File: src/rtl/acq_sequencer.sv
// Acquisition run controller: consumes parser command bytes, holds the 32-bit
// run duration and sequences the timer/pulse-sequencer enables through a run.
module acq_sequencer #(
  parameter int unsigned SETTLE_CYCLES = 4,
  parameter int unsigned DRAIN_CYCLES  = 16
) (
  input  logic       clk,
  input  logic       reset,
  input  logic       cmd_valid,
  input  logic [7:0] cmd_data,
  output logic       cmd_ack,
  input  logic       samp_lost,
  output logic       timer_reset_counter,
  output logic       timer_operate,
  output logic       seq_operate,
  output logic       running,
  output logic       done,
  output logic       lost_flag,
  output logic [2:0] state
);

  typedef enum logic [2:0] {
    IDLE  = 3'd0,
    CLEAR = 3'd1,
    ARM   = 3'd2,
    RUN   = 3'd3,
    DRAIN = 3'd4
  } state_t;

  localparam logic [7:0] OP_LOAD     = 8'h40;
  localparam logic [7:0] SETTLE_INIT = 8'(SETTLE_CYCLES);
  localparam logic [7:0] DRAIN_INIT  = 8'(DRAIN_CYCLES);

  state_t      cur;
  state_t      nxt;
  logic [31:0] duration;
  logic [31:0] run_cnt;
  logic [31:0] run_cnt_nxt;
  logic [7:0]  settle_cnt;
  logic [7:0]  settle_nxt;
  logic [7:0]  drain_cnt;
  logic [7:0]  drain_nxt;
  logic [2:0]  load_left;
  logic        consume;
  logic        is_cmd;
  logic        cmd_start;
  logic        cmd_stop;
  logic        cmd_abort;
  logic        done_nxt;
  logic        lost_nxt;

  // A byte is taken only while no ack is outstanding, limiting intake to one
  // byte every two cycles; bytes following LOAD are pure data.
  assign consume   = cmd_valid && !cmd_ack;
  assign is_cmd    = consume && (load_left == 3'd0) && (cmd_data != OP_LOAD);
  assign cmd_abort = is_cmd && cmd_data[2];
  assign cmd_stop  = is_cmd && cmd_data[1] && !cmd_data[2];
  assign cmd_start = is_cmd && cmd_data[0] && !cmd_data[1] && !cmd_data[2];

  always_ff @(posedge clk or posedge reset) begin
    if (reset) begin
      cmd_ack   <= 1'b0;
      load_left <= '0;
      duration  <= '0;
    end else begin
      cmd_ack <= consume;
      if (consume) begin
        if (load_left != 3'd0) begin
          // LSB first: after four shifts the first byte lands in [7:0].
          duration  <= {cmd_data, duration[31:8]};
          load_left <= load_left - 3'd1;
        end else if (cmd_data == OP_LOAD) begin
          load_left <= 3'd4;
        end
      end
    end
  end

  always_comb begin
    nxt         = cur;
    settle_nxt  = settle_cnt;
    drain_nxt   = drain_cnt;
    run_cnt_nxt = run_cnt;
    done_nxt    = done;
    lost_nxt    = lost_flag;

    if ((cur == RUN || cur == DRAIN) && samp_lost) begin
      lost_nxt = 1'b1;
    end

    unique case (cur)
      IDLE: begin
        if (cmd_start) begin
          nxt      = CLEAR;
          done_nxt = 1'b0;
          lost_nxt = 1'b0;
        end
      end
      CLEAR: begin
        nxt        = ARM;
        settle_nxt = SETTLE_INIT;
      end
      ARM: begin
        if (cmd_stop) begin
          nxt      = IDLE;
          done_nxt = 1'b0;
        end else if (settle_cnt == 8'd1) begin
          nxt         = RUN;
          run_cnt_nxt = duration;
        end else begin
          settle_nxt = settle_cnt - 8'd1;
        end
      end
      RUN: begin
        // A zero count never reaches 1, so a zero duration runs until STOP.
        if (cmd_stop || run_cnt == 32'd1) begin
          nxt       = DRAIN;
          drain_nxt = DRAIN_INIT;
        end else if (run_cnt != '0) begin
          run_cnt_nxt = run_cnt - 32'd1;
        end
      end
      DRAIN: begin
        if (drain_cnt == 8'd1) begin
          nxt      = IDLE;
          done_nxt = 1'b1;
        end else begin
          drain_nxt = drain_cnt - 8'd1;
        end
      end
      default: nxt = IDLE;
    endcase

    if (cmd_abort && cur != IDLE) begin
      nxt      = IDLE;
      done_nxt = 1'b0;
    end
  end

  // Enables are registered from the next state so they align with state.
  always_ff @(posedge clk or posedge reset) begin
    if (reset) begin
      cur                 <= IDLE;
      run_cnt             <= '0;
      settle_cnt          <= '0;
      drain_cnt           <= '0;
      done                <= 1'b0;
      lost_flag           <= 1'b0;
      timer_reset_counter <= 1'b0;
      timer_operate       <= 1'b0;
      seq_operate         <= 1'b0;
      running             <= 1'b0;
    end else begin
      cur                 <= nxt;
      run_cnt             <= run_cnt_nxt;
      settle_cnt          <= settle_nxt;
      drain_cnt           <= drain_nxt;
      done                <= done_nxt;
      lost_flag           <= lost_nxt;
      timer_reset_counter <= (nxt == CLEAR);
      timer_operate       <= (nxt == RUN) || (nxt == DRAIN);
      seq_operate         <= (nxt == RUN);
      running             <= (nxt != IDLE);
    end
  end

  assign state = cur;

endmodule
File: config.mk
export PLATFORM = sky130hd
export DESIGN_NAME = acq_sequencer
export DESIGN_NICKNAME = d
export VERILOG_FILES = /design/src/rtl/acq_sequencer.sv
export SDC_FILE = /design/constraint.sdc
export NUM_CORES = 1
export LEC_CHECK = 0
export CORE_MARGIN = 2
export CORE_UTILIZATION = 63
export CTS_BUF_LIST = sky130_fd_sc_hd__clkbuf_4 sky130_fd_sc_hd__clkbuf_8
export DETAILED_ROUTE_END_ITERATION = 12
export MAX_ROUTING_LAYER = met4
export PLACE_DENSITY_LB_ADDON = 0.3
export SLEW_MARGIN = 20
export SYNTH_ARGS = -nofsm -noshare
export SYNTH_HDL_FRONTEND = slang
export SYNTH_SLANG_ARGS = --single-unit
File: constraint.sdc
create_clock -name clk -period 4.25 [get_ports clk]
set_clock_uncertainty 0.2 [all_clocks]
set_input_delay 1.0625 -clock clk [delete_from_list [all_inputs] [get_ports clk]]
set_output_delay 1.0625 -clock clk [all_outputs]
set_load 0.02 [all_outputs]
# Word level (Yosys, flattened, before mapping)
# Cells that the tools add are included.
[totals]
reg_bits = 93
output_inout_bits = 10
[classes]
add_sub_neg = 4
n_eq_ne = 22
muxes = 28
reduce_logical = 34
[ops]
columns = ["op", "count"]
rows = [
  ["$mux W32", 4],
  ["$pmux W32 S2", 1],
  ["$eq A32 B1 Y1 const B", 1],
  ["$mux W8", 4],
  ["$pmux W8 S2", 2],
  ["$reduce_bool A32 Y1", 1],
  ["$sub A32 B1 Y32 const B", 1],
  ["$mux W3", 8],
  ["$eq A8 B1 Y1 const B", 2],
  ["$sub A8 B1 Y8 const B", 2],
  ["$pmux W3 S5", 1],
  ["$logic_and A1 B1 Y1", 11],
  ["$ne A2 B2 Y1 const B", 5],
  ["$eq A3 B2 Y1 const B", 3],
  ["$reduce_bool A3 Y1", 3],
  ["$eq A8 B7 Y1 const B", 1],
  ["$ne A8 B7 Y1 const B", 1],
  ["$reduce_bool A2 Y1", 4],
  ["$mux W1", 7],
  ["$eq A3 B1 Y1 const B", 2],
  ["$eq A3 B3 Y1 const B", 2],
  ["$logic_not A3 Y1", 2],
  ["$ne A3 B3 Y1 const B", 2],
  ["$reduce_and A3 Y1", 2],
  ["10 further kinds", 16],
]

# Depth between registers and ports, before layout
# Gate-level depths: netlist of run 1.
[depth]
word_depth = 12
mapped_depth = 8
ltp_nobuf = 7

# Worst setup path before layout of run 1
# No wires, ideal clock.
[synth_path]
path_kind = "input port to flip-flop"
startpoint = "input cmd_valid"
endpoint = "register run_cnt[0]"
setup_ns = 0.126
arrival_time_ns = 2.744
setup_slack_ns = 1.180
path_stages = 8
n_path_buf = 3
path_cell_list = "or4b_1 > clkbuf_1 > or3_1 > clkbuf_1 > nand3_1 > clkbuf_8 > nor4_1 > a311o_1"
[synth_via]
elab_chain_len = 8
elab_cells_between_ends = 9
[synth_rtl]
columns = ["element", "line", "text"]
rows = [
  ["from (decl)", "9", "input logic cmd_valid,"],
  ["$logic_and A1 B1 Y1 (*)", "54", "assign consume = cmd_valid && !cmd_ack;"],
  ["$logic_and A1 B1 Y1 (*) (2 in series)", "55", "assign is_cmd = consume && (load_left == 3'd0) && (cmd_data != OP_LOAD);"],
  ["$logic_and A1 B1 Y1 (*) (2 in series)", "57", "assign cmd_stop = is_cmd && cmd_data[1] && !cmd_data[2];"],
  ["$logic_or A1 B1 Y1", "116", "if (cmd_stop || run_cnt == 32'd1) begin"],
  ["$ne A2 B2 Y1 (no line)", "-", ""],
  ["$reduce_and A5 Y1 (no line) (*)", "-", ""],
  ["to (signal assigned)", "155", "run_cnt <= run_cnt_nxt;"],
  ["to (decl)", "37", "logic [31:0] run_cnt;"],
]
# Every way passes the cells marked *; elsewhere a longest branch is shown, timed or not.
# A chain may end at the register's enable or synchronous reset.

# Worst setup path in the final report of run 1
[layout_path]
startpoint = "input cmd_valid"
endpoint = "register run_cnt[18]"
# The elaborated chain is that of the path after synthesis.

==> results.json, run 1 <==
{
  "antenna_cells": 0,
  "worstHoldPathType": "reg2reg",
  "clock-sinks": 93,
  "antenna_found_initial": 0,
  "mostFrequentLayoutCells": "dfrtp_1, nand2_1, a21oi_1, mux2_2, nor2_1",
  "synthMuxAreaShare_pct": 7.540,
  "fmax_mhz": 293.4,
  "ios": 22,
  "core_um2": 7767,
  "place_inst": 621,
  "syn-cell-area_um2": 5061,
  "setup-tns-final_ps": 0,
  "first_global_vias": 4032,
  "post_cts_buffers": 0,
  "ys_seq_elements": 93,
  "ir_worst_vdd_v": 0.0004409,
  "worstMarginPinSlew_ps": 1055,
  "start_kind": "input pin",
  "grt_pass1_wl_um": 20220,
  "final_common_cell": "dfrtp_1",
  "synth-edff-count": 0,
  "synth_warnings": 0,
  "setup_viol": 0,
  "die-area_um2": 8767,
  "clkTransAtPathRegs_ps": 110,
  "crit_path_end_kind": "flip-flop",
  "power_uw": 3588,
  "drive_above_1_share_pct": 16.07,
  "io_buffers": 21,
  "overflow": 0,
  "cts_root_buffer": "clkbuf_8",
  "fin_crit_ps": 3409,
  "ys.flop_type": "dfrtp_1",
  "cts_buffers": 9,
  "synth_top_family_by_area": "simple AND/OR/NAND/NOR gates",
  "worst_slack_ps": 841.4,
  "synth_compound_area_share_pct": 19.01,
  "rows": 32,
  "clk_latency_ps": 370,
  "die_y_um": 93.63,
  "fin_nets": 549,
  "slew_violations": 0,
  "grt_max_degree": 58,
  "synth_nets": 535,
  "drt_first_pass_iters": 5,
  "finalCritPeriodShare_pct": 80.20,
  "slew_headroom_pct": 29.38,
  "start_util_pct": 65.16,
  "critPathKind": "in2reg",
  "cts_buffer_depth": 2,
  "hold_violations": 0,
  "gp_congestion": 0.9318,
  "instances_no_fill": 637,
  "vias": 4361,
  "tritoncts": "built",
  "post_drt_wl_per_cell_um": 18.97,
  "htree_num_levels": 3,
  "p_leak_uw": 0.002152,
  "status": "finished clean",
  "syn_to_final_growth_pct": 9.617,
  "post_drt_via_cell_ratio": 6.846,
  "cts_resized": 0,
  "synth-seq-area-share_pct": 45.98,
  "postCtsHoldBufs": 0,
  "maxCapViolCount": 0,
  "synthAdderAreaFrac_pct": 1.928,
  "syn_avg_cell_area_um2": 9.808,
  "yosys.area_share.simple_pct": 19.51,
  "dp_hpwl_um": 8417,
  "die_x_um": 93.63,
  "ant_nets": 0,
  "ys_types": 68,
  "synthXorXnorAreaFrac_pct": 1.731,
  "cp.required_ps": 4330,
  "syn_inst": 516,
  "grt_usage_pct": 30.33,
  "drt-initial-drc-count": 392,
  "rsz0062_at_grt": "false",
  "finalWirelength_um": 12080,
  "place_ws_ps": 463.5,
  "synth_async_sr_flop_share_pct": 100.0,
  "drc": 0,
  "crit_fanout": 15,
  "power.density_nw_per_um2": 646.7,
  "crit_arrival_ps": 3480
}
[logic make-up (layout without fill, tap and decap cells)]
family	Yosys count	count (layout)
buffers and inverters	47	66
AOI/OAI and AO/OA	145	145
muxes	34	34
xor gates and xnor gates	10	10
DFF	93	93
and+or+nand+nor	179	179
adders and majority gates	8	8
[Yosys cell counts (5+ instances only)]
library cell | n | area share (%)
nor2_1 | 33 | 2.4
nand3_1 | 22 | 2.2
nand4_1 | 9 | 1.1
o22ai_1 | 8 | 0.99
a31oi_1 | 23 | 2.8
clkbuf_1 | 23 | 1.7
or3_1 | 6 | 0.74
xor2_1 | 6 | 1.0
mux2_2 | 33 | 7.3
nand2b_1 | 5 | 0.62
a22o_1 | 5 | 0.87
o31ai_1 | 9 | 1.3
inv_1 | 16 | 1.2
o21ai_0 | 28 | 2.8
nor4_1 | 15 | 1.9
nor3_1 | 17 | 1.7
nand2_1 | 37 | 2.7
dfrtp_1 | 93 | 46
ha_1 | 7 | 1.7
a21oi_1 | 33 | 3.3
or4_1 | 7 | 1.0
[layer usage]
metal | share of wire (%) | global-route usage (%)
met1 | 45 | 42.95
met2 | 46 | 43.76
met3 | 6.0 | 5.641
met4 | 2.9 | 11.84
met5 | 0 | -
[critical path, cell delays in order]
cell             delay (ps)
clkdlybuf4s50_1         480
or4b_1                  570
or3_1                   510
nand3_1                 150
nor2_1                  240
buf_4                   270
a22o_1                  200
[flip-flops by register name (all words and copies together) (netlist names)]
| name | flops |
|---|---|
| duration | 32 |
| run_cnt | 32 |
| drain_cnt | 8 |
| settle_cnt | 8 |
| load_left | 3 |
| state | 3 |
| cmd_ack | 1 |
| done | 1 |
| lost_flag | 1 |
| running | 1 |
| seq_operate | 1 |
| timer_operate | 1 |
| timer_reset_counter | 1 |
[area by class of cell]
cell class | count | area, um2
Timing Repair Buffer | 34 | 307.8
Inverter | 16 | 61.31
Sequential cell | 93 | 2327
Multi-Input combinational cell | 376 | 2520
Tap cell | 102 | 127.6
Clock buffer | 10 | 131.4
Fill cell | 593 | 2220
Clock inverter | 6 | 72.57
[report_power, final]
part	total [uW]	leakage, uW	internal (uW)	switching, uW
logic	1260	0.000899	602	658
clock network	610	0.000106	285	325
registers	1720	0.00115	1270	446
[through the flow]
step / util (%) / hold slack [ps] / area [um2]
floorplan: - / 260.6 / 5061
global placement: 68.80 / 277.4 / 5344
detailed placement: 68.80 / 287.9 / 5344
CTS: 71.42 / 309.3 / 5548
global route: 71.42 / 326.6 / 5548
finish: 71.42 / 307.4 / 5548
[final timing paths]
| check | slack, ps | from | depth (start not counted) | end |
|---|---|---|---|---|
| min in group asynchronous | 910 | reset | 2 | duration[25]$_DFFE_PP0P_ |
| max in group asynchronous | 2100 | reset | 3 | run_cnt[26]$_DFFE_PP0P_ |
| max reg2reg | 1020 | settle_cnt[4]$_DFFE_PP0P_ | 6 | run_cnt[13]$_DFFE_PP0P_ |
| min | 310 | run_cnt[26]$_DFFE_PP0P_ | 2 | run_cnt[26]$_DFFE_PP0P_ |
| min reg2reg | 310 | run_cnt[26]$_DFFE_PP0P_ | 2 | run_cnt[26]$_DFFE_PP0P_ |
| max | 840 | cmd_valid | 7 | run_cnt[18]$_DFFE_PP0P_ |
(Power assumes the default switching activity.)
==> run 2, diff against run 1 <==
- CORE_UTILIZATION: 63 -> 57
- clock period: 4.25 -> 3.05 ns (I/O delays scaled with it)
==> run 2 against run 1 <==
Routed wire length increased by 5.6%; register-to-register slack got worse by 830 ps; total power increased by 46%; critical path depth decreased by 2; die area increased by 10%; worst hold slack got worse by 0.85 ps.
==> results.json, run 2 (synthesis results as in run 1) <==
{
  "status": "finished clean",
  "whs_path_depth": 2,
  "setup-tns-final_ps": 0,
  "grt_max_degree": 94,
  "hold_violations": 0,
  "slew_headroom_pct": 51.89,
  "crit_arrival_ps": 2900,
  "grt_usage_pct": 28.37,
  "p_leak_uw": 0.002291,
  "final_common_cell": "dfrtp_1",
  "busiest_layer": "met2",
  "finalCritPeriodShare_pct": 93.78,
  "use_met3_pct": 4.295,
  "ir_worst_vdd_v": 0.0005956,
  "dp_hpwl_um": 8782,
  "cts_resized": 0,
  "holdCritStartpoint": "lost_flag$_DFF_PP0_",
  "start_kind": "flip-flop",
  "worstHoldPathType": "reg2reg",
  "crit_path_end_kind": "flip-flop",
  "slew_violations": 0,
  "htree_num_levels": 3,
  "ios": 22,
  "grt_pass1_wl_um": 21380,
  "first_global_vias": 4214,
  "antenna_found_initial": 0,
  "cts_root_buffer": "clkbuf_8",
  "fillers": 682,
  "fmax_mhz": 349.6,
  "seqPwrFrac_pct": 45.8,
  "syn_to_final_growth_pct": 14.73,
  "start_util_pct": 58.32,
  "fin_nets": 572,
  "ff2ff_path_depth": 5,
  "r2r_setup_slack_ps": 190,
  "clock-sinks": 93,
  "maxCapViolCount": 0,
  "die-area_um2": 9649,
  "post_drt_wl_per_cell_um": 19.15,
  "critPathKind": "reg2reg",
  "worstMarginPinSlew_ps": 718.3,
  "met2_usage_pct": 40.94,
  "drt-initial-drc-count": 425,
  "mostFrequentLayoutCells": "dfrtp_1, nand2_1, a21oi_1, mux2_2, buf_4",
  "ant_nets": 0,
  "die_x_um": 98.23,
  "postPlaceCellArea_um2": 5564,
  "overflow": 0,
  "postCtsHoldBufs": 0,
  "post_drt_via_cell_ratio": 6.622,
  "cts_buffers": 9,
  "rows": 34,
  "drc": 0,
  "crit_fanout": 8,
  "cp.required_ps": 3090,
  "internal-power_uw": 3217,
  "fin_crit_ps": 2860,
  "pwr-share-comb_pct": 36.1,
  "p_clk_share_pct": 18.1,
  "clk_latency_ps": 360,
  "power.density_nw_per_um2": 899.8,
  "tritoncts": "built",
  "rr_endpoint": "run_cnt[29]$_DFFE_PP0P_",
  "use_met1_pct": 40.53,
  "cts_buffer_depth": 2,
  "vias": 4410,
  "fin_hold_ws_ps": 306.5,
  "reg_top3": "duration x32, run_cnt x32",
  "die_y_um": 98.23,
  "antenna_cells": 0,
  "drive_above_1_share_pct": 19.71,
  "rsz0062_at_grt": "false",
  "clkTransAtPathRegs_ps": 90,
  "finalWirelength_um": 12760,
  "reg2reg_from": "run_cnt[16]$_DFFE_PP0P_",
  "postLayoutCellArea_um2": 5807,
  "post_cts_buffers": 0,
  "p_sw_share_pct": 38.43,
  "hold_path_end": "lost_flag$_DFF_PP0_",
  "drt_first_pass_iters": 5,
  "core_um2": 8678,
  "gp_congestion": 0.9353,
  "setup_viol": 0,
  "io_buffers": 21,
  "p_sw_uw": 2008
}
run 2: changes by cell type in the layout (fill, tap and decap cells not counted), moves of 2 or more:
cell / before / now
buf_4: 13 / 33
clkinv_4: 3 / 1
buf_12: 0 / 3
clkinv_2: 2 / 0
clkbuf_4: 1 / 3
run 2: how the worst max path moves through the flow:
stage	startpoint	endpoint	slack (ps)
CTS	settle_cnt[4]$_DFFE_PP0P_	run_cnt[1]$_DFFE_PP0P_	90
finish	run_cnt[16]$_DFFE_PP0P_	run_cnt[29]$_DFFE_PP0P_	190
detailed placement	cmd_valid	run_cnt[14]$_DFFE_PP0P_	-90
global route	run_cnt[16]$_DFFE_PP0P_	run_cnt[29]$_DFFE_PP0P_	80
floorplan	cmd_valid	run_cnt[0]$_DFFE_PP0P_	280
global placement	cmd_valid	run_cnt[14]$_DFFE_PP0P_	-50
run 2: through the flow:
stage,setup WS (ps),instances,util (%),total power [uW]
floorplan,280.1,516,-,3572
global placement,-49.43,650,64.11,4131
detailed placement,-85.77,650,64.11,4233
CTS,85.50,666,66.75,5189
global route,84.41,666,66.91,5557
finish,189.6,666,66.91,5225
run 2: layout make-up:
type	instances	area [um2]	area share (%)
multi-input cells	376	2534	43.63
flip-flops and latches	93	2327	40.08
repair buffers	57	518.0	8.920
clock buffers	13	160.2	2.758
well taps	108	135.1	2.327
clock inverters	3	68.82	1.185
inverters	16	63.81	1.099
run 2: per-layer routing:
layer  wire length [um]  part of all wire [%]
met5                  0                     0
met4                396                   3.1
met3                816                   6.4
met2               5813                    46
met1               5730                    45
run 2: worst max-delay path, cell delays in order, from the launching register on:
cell	delay, ps
dfrtp_1	460
or4_1	640
or4_4	590
or3_4	420
o311ai_1	270
o211ai_1	140
run 2: power by group through the flow:
stage / clock network [uW] / logic, uW / registers [uW]
final: 946 / 1890 / 2390
after global routing: 998 / 2090 / 2470
after CTS: 958 / 1870 / 2370
after detailed placement: 0 / 1850 / 2390
after global placement: 0 / 1780 / 2350
after floorplan: 0 / 1370 / 2200
==> run 3, diff against run 2 <==
- MAX_ROUTING_LAYER: met4 -> unset
==> run 3 against run 2 <==
Die area unchanged; combinational power about the same; via count up 0.25%; total power down 2.0%; critical path depth up 1; highest routed layer unchanged; sequential power about the same; cell area down 0.39%; clock-buffer cell count down 4; global-route usage down 1.6 points; register-to-register slack worse by 20 ps; maximum frequency down 0.68%; final cell count up 0.30%.
==> results.json, run 3 (synthesis results as in run 1) <==
{
  "status": "finished clean",
  "p_sw_share_pct": 39.66,
  "slew_violations": 0,
  "ir_worst_vdd_v": 0.0006218,
  "p_sw_uw": 2031,
  "reg_top3": "duration x32, run_cnt x32",
  "syn_to_final_growth_pct": 14.29,
  "rows": 34,
  "fillers": 684,
  "utilization_pct": 66.65,
  "grt_max_degree": 94,
  "die_x_um": 98.23,
  "whs_path_depth": 2,
  "ios": 22,
  "place_ws_ps": -70.58,
  "core_um2": 8678,
  "drt_first_pass_iters": 5,
  "cp.required_ps": 3140,
  "mostFrequentLayoutCells": "dfrtp_1, nand2_1, buf_4",
  "postLayoutCellArea_um2": 5784,
  "instances_no_fill": 668,
  "dp_hpwl_um": 8625,
  "setup_viol": 0,
  "finalWirelength_um": 12380,
  "clock-sinks": 93,
  "drt-initial-drc-count": 309,
  "r2r_setup_slack_ps": 170,
  "start_kind": "flip-flop",
  "reg2reg_from": "settle_cnt[4]$_DFFE_PP0P_",
  "drive_above_1_share_pct": 20.00,
  "cts_root_buffer": "clkbuf_8",
  "overflow": 0,
  "p_clk_share_pct": 17.0,
  "gp_congestion": 0.9108,
  "ant_nets": 0,
  "antenna_found_initial": 0,
  "grt_pass1_wl_um": 20980,
  "first_global_vias": 4311,
  "power.density_nw_per_um2": 885.3,
  "die-area_um2": 9649,
  "cts_buffer_depth": 2,
  "place_inst": 652,
  "rsz0062_at_grt": "false",
  "drc": 0,
  "hold_violations": 0,
  "fmax_mhz": 347.2,
  "grt_usage_pct": 26.79,
  "crit_path_end_kind": "flip-flop",
  "rr_endpoint": "run_cnt[1]$_DFFE_PP0P_",
  "holdCritStartpoint": "run_cnt[26]$_DFFE_PP0P_",
  "critPathKind": "reg2reg",
  "post_drt_via_cell_ratio": 6.618,
  "clk_latency_ps": 370,
  "final_common_cell": "dfrtp_1",
  "worstHoldPathType": "reg2reg",
  "fin_hold_ws_ps": 313.4,
  "io_buffers": 21,
  "internal-power_uw": 3090,
  "hold_path_end": "run_cnt[26]$_DFFE_PP0P_",
  "slew_headroom_pct": 53.11,
  "vias": 4421,
  "crit_fanout": 10,
  "worst_slack_ps": 170.0,
  "finalCritPeriodShare_pct": 94.42,
  "fin_crit_ps": 2880,
  "die_y_um": 98.23,
  "postPlaceCellArea_um2": 5579,
  "antenna_cells": 0,
  "p_leak_uw": 0.002286,
  "htree_num_levels": 3,
  "ff2ff_path_depth": 6,
  "worstMarginPinSlew_ps": 700.1,
  "maxCapViolCount": 0,
  "multiInputGateArea_um2": 2522,
  "tritoncts": "built",
  "cts_buffers": 9,
  "fin_nets": 574,
  "regArea_um2": 2327,
  "post_drt_wl_per_cell_um": 18.53,
  "pwr-share-comb_pct": 36.6,
  "seqPwrFrac_pct": 46.4,
  "start_util_pct": 58.32,
  "crit_arrival_ps": 2970,
  "clkTransAtPathRegs_ps": 100
}
-- run 3: cell types whose count changed in the layout (fill, tap and decap cells not counted), sizes merged --
cell and delta:
clkbuf -4, inv +4, buf +2, bufinv -1
clkinv +1
-- run 3: per-stage QoR --
stage | power (uW) | setup TNS, ps
after CTS | 5097 | 0
after floorplan | 3572 | 0
after detailed placement | 4229 | -265.8
after global placement | 4132 | -119.9
after global routing | 5449 | 0
final | 5121 | 0
-- run 3: worst max-delay path, cell delays in order, from the launching register on --
cell     delay (ps)
dfrtp_1         430
or4_1           600
o41ai_2         550
nand3_1         220
nor2_2          350
buf_4           260
mux2i_1         190
-- run 3: worst max-delay path by stage --
stage                         startpoint                 endpoint  slack [ps]  depth (start not counted)
2_1_floorplan                  cmd_valid   run_cnt[0]$_DFFE_PP0P_         280                          8
3_3_place_gp                   cmd_valid  run_cnt[14]$_DFFE_PP0P_         -50                          6
3_5_place_dp                   cmd_valid  run_cnt[14]$_DFFE_PP0P_         -70                          6
4_1_cts        settle_cnt[4]$_DFFE_PP0P_   run_cnt[1]$_DFFE_PP0P_          50                          6
5_1_grt        settle_cnt[4]$_DFFE_PP0P_   run_cnt[1]$_DFFE_PP0P_          80                          6
6_report       settle_cnt[4]$_DFFE_PP0P_   run_cnt[1]$_DFFE_PP0P_         170                          6
-- run 3: what timing repair did --
item / CTS / global route
gates resized for setup: 0 / 1
endpoints found under the setup margin: 0 / 1
buffers inserted: 0 / 0
hold buffers: 0 / 0
-- run 3: area by class of cell --
class	count	area share (%)
multi-input cells	376	43.61
repair buffers	59	9.215
clock inverters	7	1.363
flip-flops and latches	93	40.23
well taps	108	2.336
inverters	16	1.103
clock buffers	9	2.141
-- run 3: routing by layer --
metal  part of all wire (%)  up-vias  wire (um)  GRT usage (%)
li1                       -     2045          -              -
met1                     44     2152       5498          38.91
met2                     47      204       5791          40.25
met3                    7.2       20        893          5.941
met4                    1.6        0        192          9.062
met5                      0        -          0              0
-- run 3: power by group through the flow --
stage | registers (uW) | logic [uW] | clock network (uW)
floorplan | 2200 | 1370 | 0
global placement | 2350 | 1780 | 0
detailed placement | 2370 | 1860 | 0
CTS | 2360 | 1860 | 878
global route | 2450 | 2070 | 929
finish | 2380 | 1870 | 871
